`src/rtl/grf_writeback_port.sv`:
```
// ---------------------------------------------------------------------------
// grf_writeback_port
//
// General register file at the end of the writeback path. The value chosen
// by the writeback mux (ALU result, memory data or PC+4) is committed here.
// The decode stage reads two registers combinationally. A registered trace
// channel reports every committed write so it can be compared against a
// reference register-write log.
//
// Parameters:
//   DW         - width of each register and of the read/write data
//   BYPASS     - 1: a read of the register being written this cycle returns
//                wd (write-through); 0: it returns the stored value
//   TRACE_ZERO - 1: writes addressed to register 0 still emit a trace beat
//
// Ports:
//   clk          - system clock, all state changes on the rising edge
//   reset_n      - asynchronous active-low reset
//   we           - register write enable
//   a1, a2       - read addresses (rs, rt)
//   a3           - write address (already selected upstream)
//   wd           - write data from the writeback mux
//   pc           - PC of the instruction performing the write
//   rd1, rd2     - combinational read data
//   trace_valid  - one-cycle pulse per committed (traced) write
//   trace_pc     - PC of the traced write
//   trace_addr   - register index of the traced write
//   trace_data   - data of the traced write
// ---------------------------------------------------------------------------
module grf_writeback_port #(
    parameter int DW         = 32,
    parameter bit BYPASS     = 1'b0,
    parameter bit TRACE_ZERO = 1'b0
) (
    input  logic          clk,
    input  logic          reset_n,
    input  logic          we,
    input  logic [4:0]    a1,
    input  logic [4:0]    a2,
    input  logic [4:0]    a3,
    input  logic [DW-1:0] wd,
    input  logic [31:0]   pc,
    output logic [DW-1:0] rd1,
    output logic [DW-1:0] rd2,
    output logic          trace_valid,
    output logic [31:0]   trace_pc,
    output logic [4:0]    trace_addr,
    output logic [DW-1:0] trace_data
);

    logic [DW-1:0] regs_q [32];

    logic          trace_valid_q;
    logic [31:0]   trace_pc_q;
    logic [4:0]    trace_addr_q;
    logic [DW-1:0] trace_data_q;

    logic          regWrite;
    logic          traceFire;

    // A write to register 0 never reaches storage; the trace may still
    // report it when TRACE_ZERO is set.
    assign regWrite  = we && (a3 != 5'd0);
    assign traceFire = we && ((a3 != 5'd0) || TRACE_ZERO);

    // Register storage. Register 0 is never written, so it stays at its
    // reset value of zero.
    always_ff @(posedge clk or negedge reset_n) begin
        if (!reset_n) begin
            for (int i = 0; i < 32; i++) begin
                regs_q[i] <= '0;
            end
        end else if (regWrite) begin
            regs_q[a3] <= wd;
        end
    end

    // Read ports. The zero check comes last so address 0 reads zero even
    // when the write-through path would otherwise select wd.
    always_comb begin
        rd1 = regs_q[a1];
        rd2 = regs_q[a2];
        if (BYPASS && regWrite && (a1 == a3)) begin
            rd1 = wd;
        end
        if (BYPASS && regWrite && (a2 == a3)) begin
            rd2 = wd;
        end
        if (a1 == 5'd0) begin
            rd1 = '0;
        end
        if (a2 == 5'd0) begin
            rd2 = '0;
        end
    end

    // Trace channel: valid pulses for one cycle per traced write, while
    // the payload fields keep the last traced write between pulses.
    always_ff @(posedge clk or negedge reset_n) begin
        if (!reset_n) begin
            trace_valid_q <= 1'b0;
            trace_pc_q    <= '0;
            trace_addr_q  <= '0;
            trace_data_q  <= '0;
        end else begin
            trace_valid_q <= traceFire;
            if (traceFire) begin
                trace_pc_q   <= pc;
                trace_addr_q <= a3;
                trace_data_q <= wd;
            end
        end
    end

    assign trace_valid = trace_valid_q;
    assign trace_pc    = trace_pc_q;
    assign trace_addr  = trace_addr_q;
    assign trace_data  = trace_data_q;

endmodule

```
`config.mk`:
```
export PLATFORM = sky130hd
export DESIGN_NAME = grf_writeback_port
export DESIGN_NICKNAME = d
export VERILOG_FILES = /design/src/rtl/grf_writeback_port.sv
export SDC_FILE = /design/constraint.sdc
export NUM_CORES = 2
export LEC_CHECK = 0
export BUFFER_PORTS_ARGS = -buffer_cell sky130_fd_sc_hd__buf_4
export CAP_MARGIN = 20
export CORE_MARGIN = 4
export CORE_UTILIZATION = 45
export CTS_CLUSTER_DIAMETER = 40
export CTS_CLUSTER_SIZE = 20
export DETAILED_ROUTE_END_ITERATION = 7
export PLACE_DENSITY = 0.69
export SYNTH_ARGS = -nofsm -noshare
export SYNTH_HDL_FRONTEND = slang
export SYNTH_SLANG_ARGS = --single-unit
```
`constraint.sdc`:
```
create_clock -name clk -period 2.06 [get_ports clk]
set_input_delay 0.103 -clock clk [delete_from_list [all_inputs] [get_ports clk]]
set_output_delay 0.103 -clock clk [all_outputs]
set_load 0.1 [all_outputs]
```
== Word-level counts from Yosys, hierarchy flattened ==
Cells that the tools add are included.

* Order comparisons: 4
* Mux-type cells: 11
* Bitwise operators: 3
* Reductions and logical operators: 5

{| class="wikitable"
|+ Operator list
! kind !! number
|-
| $bwmux W1024 || 1
|-
| $bmux W32 S5 || 2
|-
| $mux W32 || 7
|-
| $demux W32 S5 || 1
|-
| $ge A6 B6 Y1 const B || 3
|-
| $not A5 Y6 || 3
|-
| $logic_not A5 Y1 || 2
|-
| $lt A6 B1 Y1 const B || 1
|-
| $reduce_bool A5 Y1 || 1
|-
| $logic_and A1 B1 Y1 || 2
|}

* Register bits: 1094
* Bits of input ports: 82
* Output and inout port bits: 134
* Logic and storage cells: 59

== Depth between registers and ports, before layout ==
* Depth after elaboration: 6
* Gate-level depth with buffers: 7
* Gate-level depth less buffers: 4

== Worst setup path before layout ==
Ideal clock, no wire load.

* Path type: input-to-output
* From: input port a1[0]
* To: output port rd1[11]
* Data arrival time: 3518 ps
* Required time: 1957 ps
* Setup slack: -1561 ps
* Stages: 7
* Path buffers: 4
* Path through: buf_4 -> inv_2 -> buf_2 -> buf_2 -> buf_2 -> o2111ai_1 -> a311oi_1

* Longest elaborated chain between the ends: 5
* Elaborated cells on any way between the ends: 6
* Classes of those cells: 4 x mux; 1 x bitwise; 1 x reduce/logical

{| class="wikitable"
|+ RTL lines
! element !! RTL line !! RTL
|-
| start: declaration || 38 || <nowiki>input logic [4:0] a1,</nowiki>
|-
| $not A5 Y6 (implied by the code) || 81 || <nowiki>rd1 = regs_q[a1];</nowiki>
|-
| $bmux W32 S5 || 81 ||
|-
| $mux W32 (implied by the code) (2 in a row) || 81 ||
|-
| $mux W32 * || 89 || <nowiki>if (a1 == 5'd0) begin</nowiki>
|-
| end: declaration || 43 || <nowiki>output logic [DW-1:0] rd1,</nowiki>
|}

Mark *: on every way between the ends. The rest lies on a longest branch, timed or not. The select of a mux whose other input is x is not followed.

== Final worst setup path ==
* From: register regs_q[581] (netlist name)
* To: output port rd1[5]

* Longest elaborated chain between the ends: 4

{| class="wikitable"
|+ RTL lines
! element !! RTL line !! RTL
|-
| start: declaration || 51 || <nowiki>logic [DW-1:0] regs_q [32];</nowiki>
|-
| start signal: indexed assignment || 74 || <nowiki>regs_q[a3] <= wd;</nowiki>
|-
| $bmux W32 S5 || 81 ||
|-
| $mux W32 (implied by the code) (2 in a row) || 81 ||
|-
| $mux W32 || 89 ||
|}

No other way between the ends. The select of a mux whose other input is x is not followed.

==> flow_metrics.py <==
metrics = {
    "setup_path": {
        "reg2reg_to": "trace_addr[2]$_DFFE_PN0P_",
        "r2r_start": "trace_addr[2]$_DFFE_PN0P_",
        "cp_num_buf_inv": 2,
        "path_cells": "mux4_2 -> mux2_4 -> o21ai_4 -> a311oi_4 -> buf_6 -> buf_12",
        "crit_path_start_kind": "register",
        "r2r.worst_path.cells": 2,
        "worstPathArrival_ps": 2560,
        "slowest_delay_ps": 460,
        "critPathCaptureType": "output port",
        "required_ps": 1960,
        "critPathTopFamily": "multiplexers",
        "slowest_stage": "mux4_2",
        "worstSetupPathType": "register to output port",
        "path_max_fanout": 3,
        "ff2ff_setup_slack_ps": 840,
    },
    "logic_synthesis": {
        "synth_area_sq_um": 57400,
        "synth.distinct_cells": 44,
        "yosys_warnings": 0,
        "synth-seq-cells": 1094,
        "synth_nets": 3856,
        "synthesis.instances": 3774,
        "synth_edf_count": 0,
        "avgSynthCellArea_sq_um": 15.2,
        "synth_flop_cell": "dfrtp_1",
        "ys_seq_area_share_pct": 47.7,
        "synthArstFlopShare_pct": 100,
    },
    "timing": {
        "finClkSkew_ps": 0,
        "min_period_ps": 2660,
        "max_freq_mhz": 376,
        "worst_pin_slew_ps": 1170,
        "post-route-period-util_pct": 129,
        "fin_setup_tns_ps": -32410,
        "rsz0062_at_grt": "yes",
        "finalHoldViolCount": 0,
        "slew_headroom_pct": 21.5,
        "finalSetupViolCount": 64,
        "finalMaxSlewViolations": 0,
        "fin_ws_ps": -601,
    },
    "drt": {
        "drt_wl_total_um": 198000,
        "firstDrtPassIters": 5,
        "vias_per_cell": 6.54,
        "drt_iter0_drc": 4262,
        "drcViolationCount": 0,
        "wl_per_cell_um": 32.4,
        "vias": 39900,
        "ant_nets": 0,
    },
    "clocking": {
        "path_clk_slew_ps": 60,
        "cts_tree": "built",
        "cts_sinks": 1094,
        "h-tree-depth": 4,
        "clk-insertion-delay-late_ps": 800,
        "clockBufferDepth": 3,
        "cts_root_buffer": "clkbuf_16",
        "numCtsBuffers": 160,
    },
    "global_route": {
        "met3_usage_pct": 8.13,
        "met2_usage_pct": 45.1,
        "grt_max_degree": 108,
        "grt.busiest_layer": "met2",
        "met1_usage_pct": 41.1,
        "grt_overflow": 0,
        "grt_pass1_vias": 40900,
        "grt_antenna_before_repair": 15,
        "grt.total_usage_pct": 29.8,
        "grt_pass1_wl_um": 290000,
    },
    "floorplanning": {
        "die_x_um": 365,
        "io_pins": 216,
        "dieArea_sq_um": 133000,
        "die-height_um": 365,
        "num_rows": 130,
        "initial_core_util_pct": 45.5,
        "core_sq_um": 126000,
    },
    "finish": {
        "synthToLayoutAreaGrowth_pct": 30.2,
        "finish.utilization_pct": 59.3,
        "regArea_sq_um": 27400,
        "finalNonFillerCells": 6110,
        "final_cell_mix": "1094 x dfrtp_1, 1032 x mux2_2, 517 x buf_4",
        "multi_input_area_sq_um": 30600,
        "nFillCells": 9374,
        "nets": 4400,
        "drive_gt1_share_pct": 65.1,
        "layout_commonest_cell": "dfrtp_1",
    },
    "placed_design": {
        "dpl_worst_slack_ps": -247,
        "io_buffers": 215,
        "dp.cells": 5721,
        "place.gp.congestion": 0.862,
        "dp_hpwl_um": 129000,
    },
    "pwr": {
        "p_leak_nw": 32.2,
        "p_per_area_nw_per_um2": 1010,
        "p_sw_mw": 23.2,
        "peakVddDrop_mv": 0.849,
        "power.share.clock_pct": 38.3,
        "sequentialPowerShare_pct": 37.6,
        "comb_power_share_pct": 24.0,
        "swShare_pct": 30.6,
        "p_int_mw": 52.6,
    },
    "min_path": {
        "holdCritStartpoint": "pc[17]",
        "holdPathEnd": "trace_pc[17]$_DFFE_PN0P_",
        "hold_depth": 3,
        "hp-class": "input port to register",
    },
    "outcome": {
        "violations": "negative setup slack",
        "outcome": "finished with violations",
    },
    "job": {
        "maxCapViolCount": 0,
    },
}
==> worst reg2reg max path: stages (launching register included) <==
cell and delay (ps):
dfrtp_1 390, a22o_1 180, dlygate4sd3_1 540
==> power groups by stage <==
stage          clock network [mW]  logic, mW  registers, mW
3_3_place_gp                    0       16.2           28.4
5_1_grt                      30.4       19.1           28.9
2_1_floorplan                   0       11.4           28.7
6_report                     29.1       18.2           28.5
4_1_cts                      29.5       18.0           28.3
3_5_place_dp                    0       16.5           28.7
==> through the flow <==
| step | power [mW] | cell area [sq um] | hold WS (ps) |
|---|---|---|---|
| floorplan | 40.0 | 58900 | -193 |
| global placement | 44.6 | 66000 | 58.5 |
| detailed placement | 45.2 | 66000 | 58.1 |
| CTS | 75.8 | 74400 | 7.60 |
| global route | 78.5 | 74800 | 61.3 |
| finish | 75.9 | 74800 | 78.4 |
==> per-layer routing <==
metal	share of wire [%]	vias to the layer above
li1	-	15800
met1	41	21500
met2	46	2123
met3	9.4	478
met4	4.1	6
met5	0.018	-
==> timing repair <==
action | in CTS | in global routing
gates resized for setup | 428 | 76
buffers inserted | 12 | 9
hold buffers | 76 | 0
endpoints found under the setup margin | 64 | 172
endpoints found under the hold margin | 2126 | 0
pin swaps | 103 | 56
==> how the worst max path moves through the flow <==
stage,startpoint,endpoint,slack (ps),cells past startpoint
2_1_floorplan,a2[1],rd2[4],-70,7
3_3_place_gp,a1[0],rd1[10],-280,9
3_5_place_dp,a1[0],rd1[10],-250,9
4_1_cts,regs_q[645]$_DFFE_PN0P_,rd1[5],-670,6
5_1_grt,regs_q[645]$_DFFE_PN0P_,rd1[5],-650,6
6_report,regs_q[581]$_DFFE_PN0P_,rd1[5],-600,6
==> area by class of cell <==
cell class / instances / share of cell area, %
timing repair buffer: 818 / 12.1
sequential: 1094 / 36.6
clock inverter: 115 / 1.97
antenna: 6 / 0.0201
tap: 1650 / 2.76
multi-input combinational: 2241 / 40.8
clock buffer: 183 / 5.70
inverter: 3 / 0.0217
==> synthesized netlist by cell type (3+ instances only) <==
| cell | number | area, sq um |
|---|---|---|
| a22oi_1 | 64 | 480 |
| nor2_1 | 14 | 52.6 |
| o2111ai_1 | 17 | 149 |
| buf_6 | 40 | 450 |
| nor2_4 | 4 | 45.0 |
| nand2_1 | 62 | 233 |
| mux2_1 | 49 | 552 |
| dfrtp_1 | 1094 | 27400 |
| a211oi_1 | 64 | 480 |
| nor2b_1 | 66 | 413 |
| a221oi_1 | 47 | 412 |
| mux2_2 | 1071 | 12100 |
| clkbuf_1 | 178 | 668 |
| mux4_2 | 442 | 9950 |
| o21ai_0 | 7 | 35.0 |
| buf_2 | 143 | 716 |
| nor2_2 | 7 | 43.8 |
| o21ai_1 | 103 | 515 |
| and2_1 | 3 | 18.8 |
| mux2i_1 | 128 | 1280 |
| a311oi_1 | 63 | 552 |
| buf_4 | 71 | 533 |
| mux4_1 | 6 | 158 |
| nor3b_2 | 3 | 37.5 |
==> registers in the layout, indices dropped and copies added, names as in the netlist <==
name,count
regs_q,1024
trace_addr,5
trace_data,32
trace_pc,32
trace_valid,1
==> logic make-up (layout without fill, tap and decap cells) <==
group                  Yosys count  after routing  synth area share, %
AOI/OAI and AO/OA              369            369                 4.64
buffers and inverters          439           1119                 4.20
DFF                           1094           1094                 47.7
muxes                         1696           1696                 41.8
other                            0              6                    0
and+or+nand+nor                176            176                 1.72
No activity file was read; power rests on OpenSTA's default activity.
